File: config.mk
export PLATFORM = sky130hd
export DESIGN_NAME = branch_hazard_ctrl
export DESIGN_NICKNAME = d
export VERILOG_FILES = /design/src/rtl/hazard_pkg.sv /design/src/rtl/hazard_sat_counter.sv /design/src/rtl/branch_hazard_ctrl.sv
export SDC_FILE = /design/constraint.sdc
export NUM_CORES = 1
export LEC_CHECK = 0
export BUFFER_PORTS_ARGS = -buffer_cell sky130_fd_sc_hd__buf_2
export CORE_UTILIZATION = 32
export DETAILED_ROUTE_END_ITERATION = 12
export PLACE_DENSITY = 0.74
export SYNTH_ARGS = -nofsm -noshare
export SYNTH_HDL_FRONTEND = slang
export SYNTH_SLANG_ARGS = --single-unit
File: constraint.sdc
create_clock -name clk -period 1.3 [get_ports clk]
set_input_delay 0.065 -clock clk [delete_from_list [all_inputs] [get_ports clk]]
set_output_delay 0.065 -clock clk [all_outputs]
set_load 0.01 [all_outputs]
File: src/rtl/hazard_pkg.sv
// Shared constants for the fetch/decode hazard controller: opcodes, FSM state
// encoding and the "instruction reads rt" classifier.
package hazard_pkg;

  localparam logic [5:0] OP_RTYPE = 6'b000000;
  localparam logic [5:0] OP_J     = 6'b000010;
  localparam logic [5:0] OP_BEQ   = 6'b000100;
  localparam logic [5:0] OP_BNE   = 6'b000101;
  localparam logic [5:0] OP_LW    = 6'b100011;
  localparam logic [5:0] OP_SW    = 6'b101011;

  typedef enum logic [2:0] {
    IDLE    = 3'd0,
    LSTALL  = 3'd1,
    BRWAIT  = 3'd2,
    BRFLUSH = 3'd3,
    JFLUSH  = 3'd4
  } state_t;

  // lw writes rt rather than reading it, so only these opcodes source rt
  function automatic logic uses_rt(input logic [5:0] op);
    return (op == OP_RTYPE) || (op == OP_BEQ) || (op == OP_BNE) || (op == OP_SW);
  endfunction

endpackage

File: src/rtl/hazard_sat_counter.sv
// Saturating up-counter: counts cycles with inc high, sticks at all-ones,
// cleared by synchronous reset.
module hazard_sat_counter #(
  parameter int W = 16
) (
  input  logic         clk,
  input  logic         rst,
  input  logic         inc,
  output logic [W-1:0] count
);

  always_ff @(posedge clk) begin
    if (rst) begin
      count <= '0;
    end else if (inc && (count != {W{1'b1}})) begin
      count <= count + 1'b1;
    end
  end

endmodule

File: src/rtl/branch_hazard_ctrl.sv
// Fetch/decode hazard controller: load-use bubbles, branch-resolve hold and
// jump/taken-branch squash. Optional stall statistics under HAZARD_STATS_EN.
module branch_hazard_ctrl
  import hazard_pkg::*;
#(
  parameter int BR_LAT = 2,
  parameter int CNT_W  = 16
) (
  input  logic             clk,
  input  logic             rst,
  input  logic [31:0]      id_instr,
  input  logic             id_valid,
  input  logic             ex_mem_read,
  input  logic [4:0]       ex_rt,
  input  logic             br_resolve,
  input  logic             br_taken,
  output logic             pc_write,
  output logic             if_id_write,
  output logic             flush_f_n,
  output logic             flush_d_n,
`ifdef HAZARD_STATS_EN
  output logic [CNT_W-1:0] stall_cycles,
`endif
  output logic             br_timeout
);

  // Qualifiers: id_valid qualifies id_instr and is only sampled in IDLE;
  // br_resolve qualifies br_taken and is only sampled in BRWAIT. No backpressure.

  localparam int BR_CW = (BR_LAT > 1) ? $clog2(BR_LAT) : 1;
  localparam logic [BR_CW-1:0] CNT_INIT = BR_CW'(BR_LAT - 1);

  state_t           state, state_nxt;
  logic [BR_CW-1:0] cnt, cnt_nxt;
  logic             timeout_set;

  logic [5:0] op;
  logic [4:0] rs, rt;
  logic       load_use;
  logic       unused_instr_bits;

  assign op = id_instr[31:26];
  assign rs = id_instr[25:21];
  assign rt = id_instr[20:16];
  assign unused_instr_bits = ^id_instr[15:0];

  assign load_use = id_valid && ex_mem_read && (ex_rt != 5'd0) &&
                    ((ex_rt == rs) || ((ex_rt == rt) && uses_rt(op)));

  always_ff @(posedge clk) begin
    if (rst) begin
      state      <= IDLE;
      cnt        <= '0;
      br_timeout <= 1'b0;
    end else begin
      state <= state_nxt;
      cnt   <= cnt_nxt;
      if (timeout_set) br_timeout <= 1'b1;
    end
  end

  always_comb begin
    state_nxt   = state;
    cnt_nxt     = cnt;
    timeout_set = 1'b0;
    pc_write    = 1'b1;
    if_id_write = 1'b1;
    flush_f_n   = 1'b1;
    flush_d_n   = 1'b1;
    case (state)
      IDLE: begin
        if (id_valid) begin
          if (load_use) begin
            state_nxt = LSTALL;
          end else if ((op == OP_BEQ) || (op == OP_BNE)) begin
            state_nxt = BRWAIT;
            cnt_nxt   = CNT_INIT;
          end else if (op == OP_J) begin
            state_nxt = JFLUSH;
          end
        end
      end
      LSTALL: begin
        pc_write    = 1'b0;
        if_id_write = 1'b0;
        flush_d_n   = 1'b0;
        state_nxt   = IDLE;
      end
      BRWAIT: begin
        pc_write    = 1'b0;
        if_id_write = 1'b0;
        flush_d_n   = 1'b0;
        // a resolve arriving on the last countdown cycle still beats the timeout
        if (br_resolve) begin
          state_nxt = br_taken ? BRFLUSH : IDLE;
        end else if (cnt == '0) begin
          state_nxt   = IDLE;
          timeout_set = 1'b1;
        end else begin
          cnt_nxt = cnt - 1'b1;
        end
      end
      BRFLUSH, JFLUSH: begin
        flush_f_n = 1'b0;
        state_nxt = IDLE;
      end
      default: state_nxt = IDLE;
    endcase
  end

`ifdef HAZARD_STATS_EN
  hazard_sat_counter #(.W(CNT_W)) u_stall_cnt (
    .clk   (clk),
    .rst   (rst),
    .inc   (~pc_write),
    .count (stall_cycles)
  );
`else
  logic [CNT_W-1:0] unused_stats;
  assign unused_stats = '0;
`endif

endmodule

* Word-level counts from Yosys, hierarchy flattened *
Index checks and enable logic that the tools add are counted.

storage, ports and cells
  flip-flop bits (word level) = 5
  bits of input ports = 43
  output and inout port bits = 5
  logic and storage cells = 56

operators by class
  $add $sub $neg = 1
  equality and inequality tests = 16
  mux-type cells = 19
  reduce and logical (&&, ||, !) cells = 17

operators with widths
  operator                                                          number
  3-bit 2-to-1 mux                                                  6
  6-bit by 3-bit == test with 1-bit output (second input constant)  2
  5-bit == test                                                     2
  1-bit 2-to-1 mux                                                  10
  2-bit inequality test (second input constant)                     4
  3-bit by 2-bit == test with 1-bit output (second input constant)  2
  6-bit by 2-bit == test with 1-bit output (second input constant)  1
  6-bit == test (second input constant)                             1
  6-bit logical NOT                                                 1
  3-bit case mux with 2 select lines                                1
  1-bit logical OR                                                  5
  5-bit AND reduction                                               1
  5-bit nonzero test                                                1
  1-bit logical AND                                                 4
  4-bit inequality test (second input constant)                     1
  2-bit OR reduction                                                2
  3-bit by 1-bit == test with 1-bit output (second input constant)  1
  3-bit == test (second input constant)                             1
  3-bit logical NOT                                                 1
  3-bit inequality test (second input constant)                     1
  3-bit AND reduction                                               1
  2-bit 2-to-1 mux                                                  1
  1-bit case mux with 2 select lines                                1
  2-bit nonzero test                                                1
  1-bit subtractor (second input constant)                          1

* Logic depth before layout (Yosys ltp) *
Gate-level depths: netlist of run 1.

  depth in word-level cells = 10
  mapped depth = 6
  mapped depth without buffers = 5

* Worst setup path before layout of run 1 *
No wires, ideal clock.

  path kind = register to register
  start point = register state[1]
  end point = register cnt
  arrival time = 1.302 ns
  slack = -0.127 ns
  cell stages (with the launch flop) = 5
  path buffers = 1
  cells stage by stage = dfxtp_1 > clkbuf_1 > or4b_2 > nand3b_1 > o31ai_2

on the way
  longest elaborated chain between the ends = 3
  elaborated cells between the ends (all ways) = 9

RTL lines
  element                                                                        RTL line                  RTL
  start: declaration                                                             branch_hazard_ctrl.sv:33  state_t state, state_nxt;
  start signal: assignment                                                       branch_hazard_ctrl.sv:56  state <= state_nxt;
  3-bit by 2-bit == test with 1-bit output or 3-bit logical NOT (tied branches)  branch_hazard_ctrl.sv:70  case (state)
  2-bit inequality test (no line) or 2-bit nonzero test (tied branches)          -
  5-bit AND reduction (no line)                                                  -
  end signal: assignment                                                         branch_hazard_ctrl.sv:57  cnt <= cnt_nxt;
  end: declaration                                                               branch_hazard_ctrl.sv:34  logic [BR_CW-1:0] cnt, cnt_nxt;

Parallel ways exist; a longest one is shown, timed or not.
A chain may end at the register's enable or synchronous reset.

* Final worst setup path of run 1 *
  start point = register state[1]
  end point = register state[1]

on the way
  longest elaborated chain between the ends = 3
  elaborated cells between the ends (all ways) = 7

RTL lines
  element                                                                        RTL line
  3-bit by 2-bit == test with 1-bit output or 3-bit logical NOT (tied branches)  branch_hazard_ctrl.sv:70
  3-bit inequality test (no line) (tied with other cells)                        -
  3-bit AND reduction (no line)                                                  -

Parallel ways exist; a longest one is shown, timed or not.

==> results of run 1 <==
==> per-layer routing <==
metal,GRT usage [%],up-vias
met3,5.17,3
li1,-,307
met4,5.63,0
met5,0,-
met2,33.2,28
met1,13.9,282
==> worst reg2reg max path, stage by stage (launching register included) <==
cell and delay, ns:
dfxtp_2 0.34, and2b_2 0.23, nor3_2 0.05, o311a_1 0.33
o41ai_1 0.07, mux2i_1 0.12
==> registers in the layout, summed over array words and instances, names as in the netlist <==
signal / count
state: 3
br_timeout: 1
cnt: 1
==> worst paths after layout <==
check	from	to	slack, ns	cells past startpoint
max	state[1]$_SDFFE_PP0P_	state[1]$_SDFFE_PP0P_	0.04	5
min	rst	br_timeout$_SDFFE_PP0P_	0.02	2
max reg2reg	state[1]$_SDFFE_PP0P_	state[1]$_SDFFE_PP0P_	0.04	5
min reg2reg	br_timeout$_SDFFE_PP0P_	br_timeout$_SDFFE_PP0P_	0.46	2
==> layout make-up <==
| cell class | instances | area, µm² |
|---|---|---|
| Clock buffer | 4 | 26.3 |
| Fill cell | 150 | 716 |
| Multi-Input combinational cell | 53 | 433 |
| Sequential cell | 5 | 104 |
| Tap cell | 16 | 20.0 |
| Timing Repair Buffer | 38 | 208 |
==> kinds of logic after synthesis <==
| logic type | Yosys count | synth area share, % |
|---|---|---|
| AND/OR/NAND/NOR | 30 | 35.4 |
| XOR/XNOR | 11 | 18.6 |
| AO/OA/AOI/OAI | 10 | 19.1 |
| flip-flops | 5 | 19.4 |
| buffers and inverters | 3 | 3.63 |
| multiplexers | 2 | 3.87 |
==> cell usage after synthesis (all sizes together) <==
cell    instances
buf             2
clkbuf          1
and2b           2
o31ai           2
o41ai           1
nand4           2
a31o            1
a41oi           1
nand2           2
xor2            4
o311a           1
and4            1
xnor2           7
or4             2
mux2i           2
nor4            1
a21oi           2
nor3            5
nand2b          1
o21a            1
or2b            1
or3             2
nand3b          1
dfxtp           5
nand3           3
o211ai          1
or3b            1
nor2            5
or4b            1
==> metrics by stage <==
stage | setup WS (ns) | TNS [ns] | hold WS (ns)
global placement | -0.136 | -0.463 | 0.254
floorplan | -0.0518 | -0.106 | 0.137
global route | 0.00503 | 0 | 0.0226
finish | 0.0407 | 0 | 0.0178
detailed placement | -0.216 | -0.632 | 0.259
CTS | 0.0202 | 0 | 0.00508
==> power groups by stage <==
stage                     Sequential [mW]  Clock [mW]  Combinational [mW]
after floorplan                     0.159           0              0.0686
after global placement              0.160           0               0.145
after global routing                0.157       0.204               0.164
final                               0.158       0.183               0.150
after detailed placement            0.160           0               0.150
after CTS                           0.157       0.185               0.151
==> impl_metrics.env, run 1 <==
export IMPL_start_kind="flop"
export IMPL_stdcell_count=116
export IMPL_cts_max_path_buffers=2
export IMPL_dr_pass1_iters=3
export IMPL_total_power_mw=0.490
export IMPL_ys_ff_latch=5
export IMPL_wl_met3_um=96
export IMPL_drive_above_1_share_pct=55.0
export IMPL_grt_util_all_layers_pct=16.1
export IMPL_fmax_mhz=794
export IMPL_num_vias=620
export IMPL_met1_length_um=494
export IMPL_dp_cells=112
export IMPL_grt_max_degree=8
export IMPL_mappedNetlistNets=104
export IMPL_fin_crit_sh_pct=96.9
export IMPL_clockRootBuffer="clkbuf_4"
export IMPL_swShare_pct=27.7
export IMPL_hp_class="input pin to flop"
export IMPL_die_h_um=42.2
export IMPL_syn2layout_area_growth_pct=53.0
export IMPL_critPathSlowestCell="dfxtp_2"
export IMPL_final_area_um2=791
export IMPL_ys_types=31
export IMPL_final_util_pct=52.5
export IMPL_yosysTopAreaCell="dfxtp_1"
export IMPL_crit_type="flop to flop"
export IMPL_mappedNetlistArea_um2=517
export IMPL_dr_wl_met2_um=724
export IMPL_mostFrequentLayoutCells="31 x buf_2, 7 x xnor2_1, 7 x buf_4"
export IMPL_cts_resized=1
export IMPL_comb_power_share_pct=30.5
export IMPL_vdd_drop_max_v=0.000231
export IMPL_p_per_area_nw_per_um2=620
export IMPL_required_ns=1.41
export IMPL_maxCapViolCount=0
export IMPL_cts_hold_fix_buffers=0
export IMPL_syn_avg_cell_area_um2=8.47
export IMPL_synth_cells=61
export IMPL_slew_violations=0
export IMPL_grt_first_pass_wirelength_mm=2.17
export IMPL_finalHoldViolCount=0
export IMPL_power_frac_seq_pct=32.2
export IMPL_antenna_cells=0
export IMPL_p_switching_mw=0.136
export IMPL_finalSetupViolCount=0
export IMPL_critPathBufInv=0
export IMPL_drcViolationCount=0
export IMPL_skew_ns=0.000121
export IMPL_antenna_found_initial=0
export IMPL_viasPerCell=5.34
export IMPL_port_buffers=31
export IMPL_die_area_um2=1780
export IMPL_crit_chain="and2b_2 > nor3_2 > o311a_1 > o41ai_1 > mux2i_1"
export IMPL_drt_total_wl_mm=1.33
export IMPL_synth_warnings=0
export IMPL_leakage_nw=0.335
export IMPL_cp_arrival_ns=1.37
export IMPL_top_layer="met4"
export IMPL_layout_min_cycle_time_ns=1.26
export IMPL_synthTopCellsByArea="dfxtp_1 19%, xnor2_1 12%, xor2_1 6.8%"
export IMPL_synth_top_area_share_pct=19.4
export IMPL_seq_area_frac_synth_pct=19.4
export IMPL_cp_end_kind="flop"
export IMPL_io_pins=48
export IMPL_tritoncts="done"
export IMPL_crit_family="compound AO/OA/AOI/OAI gates"
export IMPL_clkLatencyLatePin_ns=0.24
export IMPL_rows=14
export IMPL_start_util_pct=34.3
export IMPL_critical_path_max_stage_delay_ns=0.34
export IMPL_status="completed"
export IMPL_cts_clk_slew_worst_paths_ns=0.04
export IMPL_die_w_um=42.2
export IMPL_cts_buffers=3
export IMPL_core_area_um2=1510
export IMPL_gp_congestion=0.804
export IMPL_rsz0062_at_grt="false"
export IMPL_ant_nets=0
export IMPL_final_common_cell="buf_2"
export IMPL_worst_slew_pin_slew_ns=0.302
export IMPL_wl_per_cell_um=11.5
export IMPL_initialDrtViolationCount=5
export IMPL_path_max_fanout=5
export IMPL_grt_pass1_vias=578
export IMPL_overflow=0
export IMPL_internal_power_mw=0.354
export IMPL_dp_hpwl_mm=1.16
export IMPL_cts_sinks=5
export IMPL_ctsHtreeMaxLevel=1
export IMPL_clkPwrFrac_pct=37.3
export IMPL_placed_cell_area_um2=751
export IMPL_nNetsFinal=144
export IMPL_cts_setup_buffers=0
export IMPL_slew_headroom_pct=79.6
No activity file was read; power rests on OpenSTA's default activity.
==> run 2, diff against run 1 <==
--- a/config.mk
+++ b/config.mk
@@ -5,10 +5,11 @@
 export SDC_FILE = /design/constraint.sdc
 export NUM_CORES = 1
 export LEC_CHECK = 0
+export ABC_CLOCK_PERIOD_IN_PS = 1350
 export BUFFER_PORTS_ARGS = -buffer_cell sky130_fd_sc_hd__buf_2
-export CORE_UTILIZATION = 32
+export CORE_UTILIZATION = 35
 export DETAILED_ROUTE_END_ITERATION = 12
-export PLACE_DENSITY = 0.74
+export PLACE_DENSITY = 0.77
 export SYNTH_ARGS = -nofsm -noshare
 export SYNTH_HDL_FRONTEND = slang
 export SYNTH_SLANG_ARGS = --single-unit
==> constraint.sdc (replaced) <==
create_clock -name clk -period 1.35 [get_ports clk]
set_input_delay 0.0675 -clock clk [delete_from_list [all_inputs] [get_ports clk]]
set_output_delay 0.0675 -clock clk [all_outputs]
set_load 0.01 [all_outputs]
==> impl_metrics.env, run 2 (synthesized netlist as in run 1, its figures left out) <==
export IMPL_mostFrequentLayoutCells="31 x buf_2, 8 x buf_4, 7 x xnor2_1"
export IMPL_critical_path_max_stage_delay_ns=0.68
export IMPL_cp_end_kind="flop"
export IMPL_vdd_drop_max_v=0.000283
export IMPL_clockRootBuffer="clkbuf_4"
export IMPL_critPathBufInv=0
export IMPL_overflow=0
export IMPL_slew_headroom_pct=78.3
export IMPL_cts_max_path_buffers=2
export IMPL_cts_sinks=5
export IMPL_total_power_mw=0.462
export IMPL_largest_reg_flops=3
export IMPL_cts_setup_buffers=0
export IMPL_tritoncts="done"
export IMPL_placed_cell_area_um2=753
export IMPL_initialDrtViolationCount=5
export IMPL_drive_above_1_share_pct=51.5
export IMPL_critPathSlowestCell="or4b_2"
export IMPL_die_w_um=40.4
export IMPL_leakage_nw=0.337
export IMPL_wl_per_cell_um=11.4
export IMPL_port_buffers=31
export IMPL_nNetsFinal=145
export IMPL_hp_class="input pin to flop"
export IMPL_finalSetupViolCount=0
export IMPL_core_area_um2=1330
export IMPL_ctsHtreeMaxLevel=1
export IMPL_r2r_cells=3
export IMPL_maxCapViolCount=0
export IMPL_dr_pass1_iters=4
export IMPL_crit_type="flop to flop"
export IMPL_top_regs="state (3), br_timeout (1), cnt (1)"
export IMPL_skew_ns=0.00160
export IMPL_num_vias=600
export IMPL_fmax_mhz=779
export IMPL_start_util_pct=38.7
export IMPL_antenna_cells=0
export IMPL_slew_violations=0
export IMPL_layout_min_cycle_time_ns=1.28
export IMPL_crit_chain="or4b_2 > nand3b_1 > o31ai_2"
export IMPL_final_common_cell="buf_2"
export IMPL_dp_cells=112
export IMPL_die_h_um=40.4
export IMPL_finalHoldViolCount=0
export IMPL_clkLatencyLatePin_ns=0.24
export IMPL_grt_util_all_layers_pct=20.0
export IMPL_syn2layout_area_growth_pct=51.8
export IMPL_viasPerCell=5.17
export IMPL_path_max_fanout=2
export IMPL_fin_tns_setup_ns=0
export IMPL_min_path_cells=2
export IMPL_cts_clk_slew_worst_paths_ns=0.04
export IMPL_required_ns=1.47
export IMPL_status="completed"
export IMPL_cp_arrival_ns=1.41
export IMPL_io_pins=48
export IMPL_start_kind="flop"
export IMPL_crit_family="simple AND/OR/NAND/NOR gates"
export IMPL_cp_depth=3
export IMPL_p_per_area_nw_per_um2=588
export IMPL_grt_first_pass_wirelength_mm=2.10
export IMPL_final_area_um2=785
export IMPL_grt_max_degree=8
export IMPL_fin_crit_sh_pct=95.1
export IMPL_antenna_found_initial=0
export IMPL_die_area_um2=1630
export IMPL_grt_pass1_vias=556
export IMPL_rows=13
export IMPL_regMostFlops="state"
export IMPL_ant_nets=0
export IMPL_drt_total_wl_mm=1.32
export IMPL_gp_congestion=0.738
export IMPL_cts_buffers=3
export IMPL_worst_slew_pin_slew_ns=0.321
export IMPL_stdcell_count=116
export IMPL_drcViolationCount=0
export IMPL_dp_hpwl_mm=1.19
run 2: cell types whose count changed in the layout (fill, tap and decap cells not counted), sizes merged:
cell	before	now
buf	38	39
run 2: worst paths after layout:
path                            from                      end  slack [ns]
max            state[2]$_SDFFE_PP0P_         cnt$_SDFFE_PP0P_        0.07
min                              rst  br_timeout$_SDFFE_PP0P_        0.03
max reg2reg    state[2]$_SDFFE_PP0P_         cnt$_SDFFE_PP0P_        0.07
min reg2reg  br_timeout$_SDFFE_PP0P_  br_timeout$_SDFFE_PP0P_        0.47
run 2: final cells by class:
type	instances	area, µm²
clock buffers	4	26.3
well taps	15	18.8
multi-input cells	53	424
flip-flops and latches	5	100
fillers	125	549
repair buffers	39	215
run 2: where the power goes:
group	internal, mW	switching (mW)	leakage, nW
logic	0.0772	0.0651	0.281
clock network	0.111	0.0570	0.0150
registers	0.150	0.000955	0.0403
run 2: worst reg2reg max path, delay by kind of cell, from the launching register on:
family           cells  cell delay (ns)
AO/OA/AOI/OAI        1             0.07
AND/OR/NAND/NOR      2             0.81
flip-flops           1             0.30
run 2: per-stage QoR:
step / hold slack (ns) / utilization, % / setup slack, ns
5_1_grt: 0.0198 / 58.8 / -0.00240
6_report: 0.0255 / 58.8 / 0.0662
2_1_floorplan: 0.140 / - / -0.00434
3_3_place_gp: 0.259 / 56.5 / -0.0844
3_5_place_dp: 0.261 / 56.5 / -0.155
4_1_cts: 0.00733 / 58.4 / 0.0321
run 2: layer usage:
metal	wire length (µm)	share of wire [%]	track usage [%]
met3	77	5.8	3.33
met5	0	0	0
met4	14	1.1	12.5
met1	479	36	18.4
met2	752	57	39.3
run 2: repair_timing:
| action | 4_1_cts | 5_1_grt |
|---|---|---|
| gates resized for setup | 0 | 1 |
| setup endpoints to repair | 0 | 2 |
| hold buffers | 0 | 0 |
==> run 3, diff against run 2 <==
--- a/config.mk
+++ b/config.mk
@@ -9,6 +9,7 @@
 export BUFFER_PORTS_ARGS = -buffer_cell sky130_fd_sc_hd__buf_2
 export CORE_UTILIZATION = 35
 export DETAILED_ROUTE_END_ITERATION = 12
+export GPL_TIMING_DRIVEN = 0
 export PLACE_DENSITY = 0.77
 export SYNTH_ARGS = -nofsm -noshare
 export SYNTH_HDL_FRONTEND = slang
==> impl_metrics.env, run 3 (synthesized netlist as in run 1, its figures left out) <==
export IMPL_die_area_um2=1630
export IMPL_critical_path_max_stage_delay_ns=0.37
export IMPL_syn2layout_area_growth_pct=51.3
export IMPL_crit_family="compound AO/OA/AOI/OAI gates"
export IMPL_slew_headroom_pct=78.4
export IMPL_required_ns=1.48
export IMPL_vdd_drop_max_v=0.000217
export IMPL_worst_slack_ns=0.0544
export IMPL_path_max_fanout=6
export IMPL_wl_per_cell_um=10.4
export IMPL_overflow=0
export IMPL_grt_util_all_layers_pct=15.4
export IMPL_crit_chain="and2b_2 > nor3_2 > o311a_1 > o41ai_2 > mux2i_1"
export IMPL_whs_ns=0.0519
export IMPL_mostFrequentLayoutCells="31 x buf_2, 7 x xnor2_1, 5 x nor2_1"
export IMPL_tritoncts="done"
export IMPL_antenna_found_initial=0
export IMPL_critPathBufInv=0
export IMPL_final_area_um2=782
export IMPL_die_h_um=40.4
export IMPL_leakage_nw=0.326
export IMPL_cp_arrival_ns=1.43
export IMPL_top_regs="state (3), br_timeout (1), cnt (1)"
export IMPL_largest_reg_flops=3
export IMPL_total_power_mw=0.465
export IMPL_clkLatencyLatePin_ns=0.25
export IMPL_ant_nets=0
export IMPL_final_util_pct=58.6
export IMPL_port_buffers=31
export IMPL_initialDrtViolationCount=7
export IMPL_grt_pass1_vias=480
export IMPL_start_kind="flop"
export IMPL_num_vias=591
export IMPL_stdcell_count=112
export IMPL_regMostFlops="state"
export IMPL_antenna_cells=0
export IMPL_fin_crit_sh_pct=96.0
export IMPL_final_common_cell="buf_2"
export IMPL_slew_violations=0
export IMPL_critPathSlowestCell="o311a_1"
export IMPL_cts_hold_fix_buffers=0
export IMPL_skew_ns=0.00623
export IMPL_dr_pass1_iters=4
export IMPL_power_frac_seq_pct=32.3
export IMPL_swShare_pct=28.2
export IMPL_drive_above_1_share_pct=53.6
export IMPL_clockRootBuffer="clkbuf_4"
export IMPL_layout_min_cycle_time_ns=1.30
export IMPL_placed_cell_area_um2=713
export IMPL_grt_first_pass_wirelength_mm=1.67
export IMPL_cts_max_path_buffers=2
export IMPL_io_pins=48
export IMPL_clkPwrFrac_pct=38.6
export IMPL_core_area_um2=1330
export IMPL_fin_tns_setup_ns=0
export IMPL_viasPerCell=5.28
export IMPL_rows=13
export IMPL_maxCapViolCount=0
export IMPL_drt_total_wl_mm=1.16
export IMPL_dp_cells=107
export IMPL_cts_sinks=5
export IMPL_ctsHtreeMaxLevel=1
export IMPL_place_ws_ns=-0.190
export IMPL_cts_clk_slew_worst_paths_ns=0.05
export IMPL_internal_power_mw=0.334
export IMPL_cp_end_kind="flop"
export IMPL_die_w_um=40.4
export IMPL_finalHoldViolCount=0
export IMPL_crit_type="flop to flop"
export IMPL_finalSetupViolCount=0
export IMPL_drcViolationCount=0
export IMPL_dp_hpwl_um=956
export IMPL_comb_power_share_pct=29.2
export IMPL_cts_buffers=3
export IMPL_grt_max_degree=10
export IMPL_hp_class="input pin to flop"
export IMPL_status="completed"
export IMPL_start_util_pct=38.7
export IMPL_fmax_mhz=772
export IMPL_p_per_area_nw_per_um2=595
export IMPL_gp_congestion=0.726
export IMPL_p_switching_mw=0.131
export IMPL_nNetsFinal=141
export IMPL_worst_slew_pin_slew_ns=0.323
[run 3: cell types whose count changed in the layout (fill, tap and decap cells not counted), sizes merged]
cell  previous run  this run
buf             39        35
[run 3: final timing paths]
path | from | cells after the start | slack, ns | end
worst max register to register | state[1]$_SDFFE_PP0P_ | 5 | 0.05 | state[1]$_SDFFE_PP0P_
worst min register to register | br_timeout$_SDFFE_PP0P_ | 2 | 0.50 | br_timeout$_SDFFE_PP0P_
worst min-delay path | rst | 2 | 0.05 | br_timeout$_SDFFE_PP0P_
worst max-delay path | state[1]$_SDFFE_PP0P_ | 5 | 0.05 | state[1]$_SDFFE_PP0P_
[run 3: repair_timing]
action,CTS,global route
pin swaps,2,2
endpoints found under the setup margin,3,3
endpoints found under the hold margin,0,0
gates resized for setup,4,6
cloned,0,0
setup buffers,0,2
[run 3: power by group through the flow]
| stage | registers (mW) | clock network [mW] | logic [mW] |
|---|---|---|---|
| after floorplan | 0.153 | 0 | 0.0656 |
| after global placement | 0.153 | 0 | 0.126 |
| after detailed placement | 0.153 | 0 | 0.130 |
| after CTS | 0.151 | 0.188 | 0.132 |
| after global routing | 0.150 | 0.196 | 0.150 |
| final | 0.150 | 0.179 | 0.136 |
[run 3: final cells by class]
| type | count | area (µm²) |
|---|---|---|
| repair buffers | 33 | 170 |
| flip-flops and latches | 5 | 105 |
| multi-input cells | 53 | 447 |
| plain buffers | 2 | 15.0 |
| fillers | 121 | 552 |
| clock buffers | 4 | 26.3 |
| well taps | 15 | 18.8 |
[run 3: worst register-to-register path: cells and delay by family (launching register included)]
kind,cells,cell delay [ns]
multiplexers,1,0.10
AO/OA/AOI/OAI,2,0.42
AND/OR/NAND/NOR,2,0.30
flip-flops,1,0.36
[run 3: per-layer routing]
layer | global-route usage (%) | share of wire, % | vias to the layer above
met5 | 0 | 0 | -
met4 | 10.0 | 2.2 | 0
met1 | 14.7 | 40 | 258
li1 | - | - | 301
met3 | 3.33 | 7.1 | 3
met2 | 29.0 | 50 | 29
